==> src/rtl/ram_sched_pkg.sv <==
// Shared types for the system RAM scheduler: grant tags, loader FIFO entries and RAM read latency.
package ram_sched_pkg;

    typedef enum logic [1:0] {
        G_NONE,
        G_VID,
        G_CPU,
        G_LD
    } grant_t;

    typedef struct packed {
        logic [15:0] addr;
        logic [7:0]  data;
    } ld_entry_t;

    localparam int RAM_RD_LAT = 1;

endpackage

==> src/rtl/ram_sched_fifo.sv <==
// Loader write FIFO: DEPTH entries of address/data, full is evaluated before any same-cycle pop.
module ram_sched_fifo
    import ram_sched_pkg::*;
#(
    parameter int DEPTH = 4
) (
    input  logic                   clk,
    input  logic                   reset,
    input  logic                   push,
    input  ld_entry_t              din,
    input  logic                   pop,
    output ld_entry_t              dout,
    output logic                   full,
    output logic                   empty,
    output logic [$clog2(DEPTH):0] count
);
    localparam int AW = $clog2(DEPTH);

    ld_entry_t     mem [DEPTH];
    logic [AW-1:0] wr_ptr;
    logic [AW-1:0] rd_ptr;
    logic          do_push;
    logic          do_pop;

    assign full    = (count == (AW+1)'(DEPTH));
    assign empty   = (count == '0);
    assign do_push = push && !full;
    assign do_pop  = pop && !empty;
    assign dout    = mem[rd_ptr];

    always_ff @(posedge clk) begin
        if (do_push) mem[wr_ptr] <= din;
    end

    always_ff @(posedge clk) begin
        if (!reset) begin
            wr_ptr <= '0;
            rd_ptr <= '0;
            count  <= '0;
        end else begin
            if (do_push) wr_ptr <= wr_ptr + 1'b1;
            if (do_pop)  rd_ptr <= rd_ptr + 1'b1;
            case ({do_push, do_pop})
                2'b10:   count <= count + 1'b1;
                2'b01:   count <= count - 1'b1;
                default: ;
            endcase
        end
    end

endmodule

==> src/rtl/ram_sched.sv <==
// Single-port system RAM scheduler: video > CPU > loader, fixed 4-cycle request-to-ack latency.
// Loader FIFO and starvation promotion exist only when RAM_SCHED_LOADER_EN is defined.
module ram_sched
    import ram_sched_pkg::*;
#(
    parameter int LD_DEPTH   = 4,
    parameter int STARVE_MAX = 8
) (
    input  logic        clk,
    input  logic        reset,
    input  logic        vid_req,
    input  logic [15:0] vid_addr,
    output logic        vid_ack,
    output logic [7:0]  vid_dout,
    input  logic        cpu_req,
    input  logic        cpu_we,
    input  logic [15:0] cpu_addr,
    input  logic [7:0]  cpu_din,
    output logic        cpu_ack,
    output logic [7:0]  cpu_dout,
    input  logic        ld_wr,
    input  logic [15:0] ld_addr,
    input  logic [7:0]  ld_data,
    output logic        ld_full,
    output logic        ld_overflow,
    output logic        ram_en,
    output logic        ram_we,
    output logic [15:0] ram_addr,
    output logic [7:0]  ram_din,
    input  logic [7:0]  ram_q
);
    grant_t      grant;
    grant_t      tag_issue;
    grant_t      tag_lat [RAM_RD_LAT];
    logic        we_lat  [RAM_RD_LAT];
    grant_t      tag_resp;
    logic        we_resp;
    logic        vid_pend;
    logic [15:0] vid_pend_addr;
    logic        cpu_pend;
    logic        cpu_pend_we;
    logic [15:0] cpu_pend_addr;
    logic [7:0]  cpu_pend_din;
    logic        ld_avail;
    logic        ld_promote;
    ld_entry_t   ld_head;

`ifdef RAM_SCHED_LOADER_EN
    ld_entry_t                   ld_in;
    logic                        ld_empty;
    logic                        ld_pop;
    logic [3:0]                  starve;
    logic [$clog2(LD_DEPTH):0]   ld_count_unused;

    assign ld_in = '{addr: ld_addr, data: ld_data};

    ram_sched_fifo #(.DEPTH(LD_DEPTH)) u_fifo (
        .clk   (clk),
        .reset (reset),
        .push  (ld_wr),
        .din   (ld_in),
        .pop   (ld_pop),
        .dout  (ld_head),
        .full  (ld_full),
        .empty (ld_empty),
        .count (ld_count_unused)
    );

    assign ld_avail   = !ld_empty;
    assign ld_promote = (starve == 4'(STARVE_MAX));
    assign ld_pop     = (grant == G_LD);

    always_ff @(posedge clk) begin
        if (!reset || ld_empty || ld_pop) starve <= '0;
        else if (!ld_promote)             starve <= starve + 1'b1;
    end

    // Push drop is judged on the pre-pop full flag, matching the FIFO.
    always_ff @(posedge clk) begin
        if (!reset)                ld_overflow <= 1'b0;
        else if (ld_wr && ld_full) ld_overflow <= 1'b1;
    end
`else
    localparam int CFG_UNUSED = LD_DEPTH + STARVE_MAX;
    logic ld_unused;

    assign ld_unused   = ^{ld_wr, ld_addr, ld_data};
    assign ld_avail    = 1'b0;
    assign ld_promote  = 1'b0;
    assign ld_head     = '0;
    assign ld_full     = 1'b0;
    assign ld_overflow = 1'b0;
`endif

    // A promoted loader only overtakes the CPU; video is always served first.
    always_comb begin
        grant = G_NONE;
        if (vid_pend)                                  grant = G_VID;
        else if (ld_avail && (ld_promote || !cpu_pend)) grant = G_LD;
        else if (cpu_pend)                             grant = G_CPU;
    end

    always_ff @(posedge clk) begin
        if (!reset) begin
            vid_pend      <= 1'b0;
            vid_pend_addr <= '0;
            cpu_pend      <= 1'b0;
            cpu_pend_we   <= 1'b0;
            cpu_pend_addr <= '0;
            cpu_pend_din  <= '0;
        end else begin
            if (grant == G_VID) begin
                vid_pend <= 1'b0;
            end else if (vid_req && !vid_pend) begin
                vid_pend      <= 1'b1;
                vid_pend_addr <= vid_addr;
            end
            if (grant == G_CPU) begin
                cpu_pend <= 1'b0;
            end else if (cpu_req && !cpu_pend) begin
                cpu_pend      <= 1'b1;
                cpu_pend_we   <= cpu_we;
                cpu_pend_addr <= cpu_addr;
                cpu_pend_din  <= cpu_din;
            end
        end
    end

    always_ff @(posedge clk) begin
        if (!reset) begin
            ram_en    <= 1'b0;
            ram_we    <= 1'b0;
            ram_addr  <= '0;
            ram_din   <= '0;
            tag_issue <= G_NONE;
        end else begin
            ram_en    <= (grant != G_NONE);
            ram_we    <= 1'b0;
            tag_issue <= grant;
            case (grant)
                G_VID: ram_addr <= vid_pend_addr;
                G_CPU: begin
                    ram_addr <= cpu_pend_addr;
                    ram_din  <= cpu_pend_din;
                    ram_we   <= cpu_pend_we;
                end
                G_LD: begin
                    ram_addr <= ld_head.addr;
                    ram_din  <= ld_head.data;
                    ram_we   <= 1'b1;
                end
                default: ;
            endcase
        end
    end

    assign tag_resp = tag_lat[RAM_RD_LAT-1];
    assign we_resp  = we_lat[RAM_RD_LAT-1];

    always_ff @(posedge clk) begin
        if (!reset) begin
            for (int i = 0; i < RAM_RD_LAT; i++) begin
                tag_lat[i] <= G_NONE;
                we_lat[i]  <= 1'b0;
            end
            vid_ack  <= 1'b0;
            cpu_ack  <= 1'b0;
            vid_dout <= 8'h00;
            cpu_dout <= 8'hFF;
        end else begin
            tag_lat[0] <= tag_issue;
            we_lat[0]  <= ram_we;
            for (int i = 1; i < RAM_RD_LAT; i++) begin
                tag_lat[i] <= tag_lat[i-1];
                we_lat[i]  <= we_lat[i-1];
            end
            vid_ack <= (tag_resp == G_VID);
            cpu_ack <= (tag_resp == G_CPU);
            if (tag_resp == G_VID)             vid_dout <= ram_q;
            if (tag_resp == G_CPU && !we_resp) cpu_dout <= ram_q;
        end
    end

endmodule

==> config.mk <==
export PLATFORM = sky130hd
export DESIGN_NAME = ram_sched
export DESIGN_NICKNAME = d
export VERILOG_FILES = /design/src/rtl/ram_sched_pkg.sv /design/src/rtl/ram_sched_fifo.sv /design/src/rtl/ram_sched.sv
export SDC_FILE = /design/constraint.sdc
export NUM_CORES = 1
export LEC_CHECK = 0
export BUFFER_PORTS_ARGS = -buffer_cell sky130_fd_sc_hd__buf_2
export CORE_MARGIN = 2
export CORE_UTILIZATION = 30
export CTS_BUF_LIST = sky130_fd_sc_hd__clkbuf_8
export DETAILED_ROUTE_END_ITERATION = 8
export PLACE_DENSITY = 0.53
export SLEW_MARGIN = 20
export SYNTH_ARGS = -nofsm -noshare
export SYNTH_HDL_FRONTEND = slang
export SYNTH_SLANG_ARGS = --single-unit
==> constraint.sdc <==
create_clock -name clk -period 2.2 [get_ports clk]
set_clock_uncertainty 0.1 [all_clocks]
set_input_delay 0.22 -clock clk [delete_from_list [all_inputs] [get_ports clk]]
set_output_delay 0.22 -clock clk [all_outputs]
set_load 0.02 [all_outputs]
== Word level (Yosys, flattened, before mapping) ==
Memories as Yosys holds them, arrays and structs flattened.
Cells that the tools add are included.
Storage, ports and cells
  bits in registers: 89
  memory bits (writable): 3
  logic and storage cells: 51
  memories: 2
Cells by class
  eq/ne operators: 5
  multiplexer cells: 11
  bitwise operators: 3
  reductions and logical operators: 15
Memories
  tag_lat: words 1, width 2, read ports 1, clocked after Yosys merged registers in 0, wr ports 1, RTL line ram_sched.sv:34  | grant_t tag_lat [RAM_RD_LAT];
  we_lat: words 1, width 1, read ports 1, clocked after Yosys merged registers in 0, wr ports 1, RTL line ram_sched.sv:35  | logic we_lat [RAM_RD_LAT];
Operators by type and width (number)
  $pmux 16 s3: 1
  $pmux 8 s2: 1
  $eq 2x2->1 const B: 3
  $mux 2: 3
  $reduce_or 2->1: 3
  $mux 1: 5
  $eq 2x1->1 const B: 2
  $reduce_and 2->1: 2
  $reduce_bool 2->1: 2
  $logic_and 1x1->1: 3
  $logic_not 1->1: 3
  $not 1->1: 3
  $reduce_bool 3->1: 1
  $pmux 1 s2: 1
  $reduce_or 1->1: 1

== Logic depth before layout (Yosys ltp) ==
  depth in word-level cells: 5
  gate-level depth with buffers: 5
  gate-level depth less buffers: 3

== Worst setup path after synthesis ==
OpenSTA, ideal clock, no wires.
  kind: reg-to-reg
  from: memory tag_lat[0][0] (netlist name)
  to: register cpu_dout[0]
  library setup time: 0.125 ns
  data arrival time: 0.944 ns
  required time: 1.975 ns
  setup slack: 1.031 ns
  cell stages (with the launch flop): 5
  buffers on the path: 1
  period minus slack after synthesis: 1.169 ns
  cell sequence: dfxtp_1 > or3b_1 > buf_2 > nand2_1 > nand3_1
Between the ends
  word-level cells in the longest chain between the ends: 3
RTL lines
  start: declaration: RTL line ram_sched.sv:34
  $mem_v2 1x2
  $eq 2x2->1: RTL line ram_sched.sv:180  | if (tag_resp == G_CPU && !we_resp) cpu_dout <= ram_q;
  $logic_and 1x1->1: RTL line ram_sched.sv:180
  end signal: assignment: RTL line ram_sched.sv:180
  end: declaration: RTL line ram_sched.sv:20  | output logic [7:0] cpu_dout,
Every way passes these cells.
A chain may end at the register's enable or synchronous reset.

== Worst setup path in the final report ==
  from: register vid_pend
  to: register vid_pend_addr[6]
Between the ends
  word-level cells in the longest chain between the ends: 4
RTL lines
  start: declaration: RTL line ram_sched.sv:38  | logic vid_pend;
  start signal: assignment: RTL line ram_sched.sv:105  | vid_pend <= 1'b0;
  start signal: assignment: RTL line ram_sched.sv:113  | vid_pend <= 1'b0;
  start signal: assignment: RTL line ram_sched.sv:115  | vid_pend <= 1'b1;
  $mux 2: RTL line ram_sched.sv:98  | if (vid_pend) grant = G_VID;
  $eq 2x1->1: RTL line ram_sched.sv:112  | if (grant == G_VID) begin
  $not 1->1 (no source line)
  $reduce_and 2->1 (no source line) *
  end signal: assignment: RTL line ram_sched.sv:116  | vid_pend_addr <= vid_addr;
  end: declaration: RTL line ram_sched.sv:39  | logic [15:0] vid_pend_addr;
Every way passes the cells marked *; elsewhere a longest branch is shown, timed or not.

==> impl_metrics.tcl <==
set metrics [dict create \
    cts_hold_buf 39 \
    maxSlewHeadroom_pct 52.4 \
    hp-class "primary input to flop" \
    start_util_pct 30.6 \
    met3_usage_pct 3.54 \
    cts_resized 0 \
    cp.required_ns 2.39 \
    gr-usage-met1_pct 16.1 \
    layout_common_cells "nand2_1 (131), buf_2 (96), dfxtp_1 (92)" \
    post-dp-hpwl_mm 5.20 \
    via_per_inst 4.33 \
    io_buffers 96 \
    final_common_cell "nand2_1" \
    coreArea_um2 11300 \
    synth-edff-count 0 \
    cts_htree_levels 3 \
    maxCapViolations 0 \
    powerDensity_nw_per_um2 734 \
    use_met2_pct 21.5 \
    rr_startpoint "vid_pend" \
    die_w_um 111 \
    min_period_ns 1.54 \
    clkLatencyLatePin_ns 0.35 \
    cp.depth 3 \
    worstHoldPathCells 3 \
    place_area_um2 4020 \
    drive_above_1_share_pct 23.6 \
    grt.total_usage_pct 12.8 \
    start_kind "flop" \
    area_delta_synth_final_pct 34.1 \
    clk_pin_slew_ns 0.09 \
    antenna_found_initial 0 \
    n_antenna_cell 0 \
    worstPathCellList "nand2b_1, nand2_1, a21boi_1" \
    synthArstFlopShare_pct 0 \
    ioPinCount 124 \
    whs_ns 0.0142 \
    post-place-ws_ns 0.645 \
    worstPathArrival_ns 1.73 \
    finalSetupViolCount 0 \
    finalWeightedCongestion 0.713 \
    cts_tree "done" \
    clockBufferDepth 2 \
    reg2reg_depth 3 \
    timing.rr.end "vid_pend_addr[6]" \
    rows 39 \
    max_freq_mhz 649 \
    die_h_um 111 \
    firstDrtPassIters 4 \
    critPathBufInv 0 \
    dieArea_um2 12400 \
    ant_nets 0 \
    grt_pass1_vias 2690 \
    cp_slowest_cell "nand2b_1" \
    ys_ff_latch 92 \
    busiest_layer "met2" \
    yosys_warnings 0 \
    tightest_slew_ns 0.714 \
    grt_max_degree 93 \
    setup_ws_ns 0.660 \
    maxSlewViolCount 0 \
    numCtsBuffers 9 \
    yosysSeqAreaShare_pct 53.2 \
    ir_drop_v 0.000362 \
    crit_path_max_incr_delay_ns 0.62 \
    hold_path_end "vid_pend_addr[13]" \
    ys.flop_type "dfxtp_1" \
    hold_viol 0 \
    post_drt_wl_per_cell_um 11.9 \
    first_iter_violations 101 \
    cp_max_fo 16 \
    crit_family "simple AND/OR/NAND/NOR gates" \
    finalSetupTns_ns 0 \
    clock-sinks 92 \
    syn_area_per_cell_um2 8.85 \
    r2r_setup_slack_ns 0.66 \
    p_leak_nw 1.99 \
    syn_inst 391 \
    nNetsFinal 594 \
    syn_area_um2 3460 \
    rsz0062_at_grt "no" \
    final.period_utilization_pct 70.0 \
    post_cts_buffers 0 \
    grt_pass1_wl_mm 13.0 \
    cp-end-kind "flop" \
    status "finished clean" \
    final_cell_area_um2 4640 \
    drc_errors 0 \
    synth.distinct_cells 24 \
    drt_wl_total_mm 7.90 \
    min_from "vid_addr[13]" \
    final_util_pct 41.0 \
    via_count 2875 \
    cts-root-buf "clkbuf_8" \
    worstSetupPathType "flop to flop" \
    overflow 0 \
]
==> worst min-delay path: cells and delay by family <==
family / cells / cell delay (ns)
AOI/OAI and AO/OA: 1 / 0.05
and+or+nand+nor: 1 / 0.05
buffers and inverters: 1 / 0.10
==> worst max path at each step <==
stage | startpoint | to | slack, ns
after floorplan | tag_lat[0][0] | cpu_dout[0] | 1.03
after global routing | vid_pend | vid_pend_addr[0] | 0.48
after global placement | vid_pend | vid_pend_addr[2] | 0.66
after CTS | vid_pend | vid_pend_addr[6] | 0.62
after detailed placement | vid_pend | vid_pend_addr[6] | 0.64
final | vid_pend | vid_pend_addr[6] | 0.66
==> sequential cells by signal (all words and copies together), names as in the netlist, 2 cells and up <==
signal and cells:
cpu_dout 8, cpu_pend_addr 16, cpu_pend_din 8, ram_addr 16, ram_din 8, tag_issue 2, tag_lat 2, vid_dout 8
vid_pend_addr 16
==> kinds of logic (layout without fill, tap and decap cells) <==
logic type / Yosys count / in the layout / share of synthesized area, %
AOI/OAI and AO/OA: 91 / 91 / 17.4
buffers and inverters: 33 / 162 / 5.42
other: 1 / 2 / 0.108
muxes: 16 / 16 / 4.63
DFF: 92 / 92 / 53.2
and+or+nand+nor: 158 / 158 / 19.2
==> where the power goes <==
group | leakage (nW) | switching (mW) | total (mW) | internal, mW
Sequential | 0.753 | 0.0434 | 1.79 | 1.75
Clock | 0.107 | 0.651 | 1.21 | 0.557
Combinational | 1.13 | 0.213 | 0.408 | 0.195
Total | 1.99 | 0.907 | 3.40 | 2.50
==> synth_stat cells, types with 3 or more instances <==
cell type | number | area [µm²]
nand2b_1 | 4 | 25.0
mux2i_1 | 16 | 160
a21boi_0 | 19 | 143
nand3_1 | 8 | 40.0
nor2b_1 | 3 | 18.8
o21ai_0 | 16 | 80.1
a21boi_1 | 39 | 293
buf_4 | 8 | 60.1
a21oi_1 | 16 | 80.1
buf_2 | 8 | 40.0
and2_1 | 7 | 43.8
nand2_1 | 131 | 492
dfxtp_1 | 92 | 1840
buf_6 | 3 | 33.8
clkbuf_1 | 12 | 45.0
==> final cells by class <==
| type | instances | area (µm²) |
|---|---|---|
| clock inverter | 7 | 93.8 |
| tap | 143 | 179 |
| inverter | 1 | 3.75 |
| fill | 1207 | 6680 |
| clock buffer | 9 | 124 |
| timing repair buffer | 145 | 961 |
| sequential | 92 | 1840 |
| multi-input combinational | 267 | 1440 |
==> per-stage QoR <==
step	power (mW)	cells
final	3.40	664
after global routing	3.60	664
after global placement	2.18	608
after CTS	3.46	663
after floorplan	2.06	392
after detailed placement	2.19	608
==> routing by layer <==
metal | vias to the layer above | routed length [µm]
met5 | - | 0
met4 | 0 | 92
met3 | 7 | 286
met2 | 55 | 3740
met1 | 1293 | 3780
li1 | 1520 | -
Power figures use the tool's default switching activity.
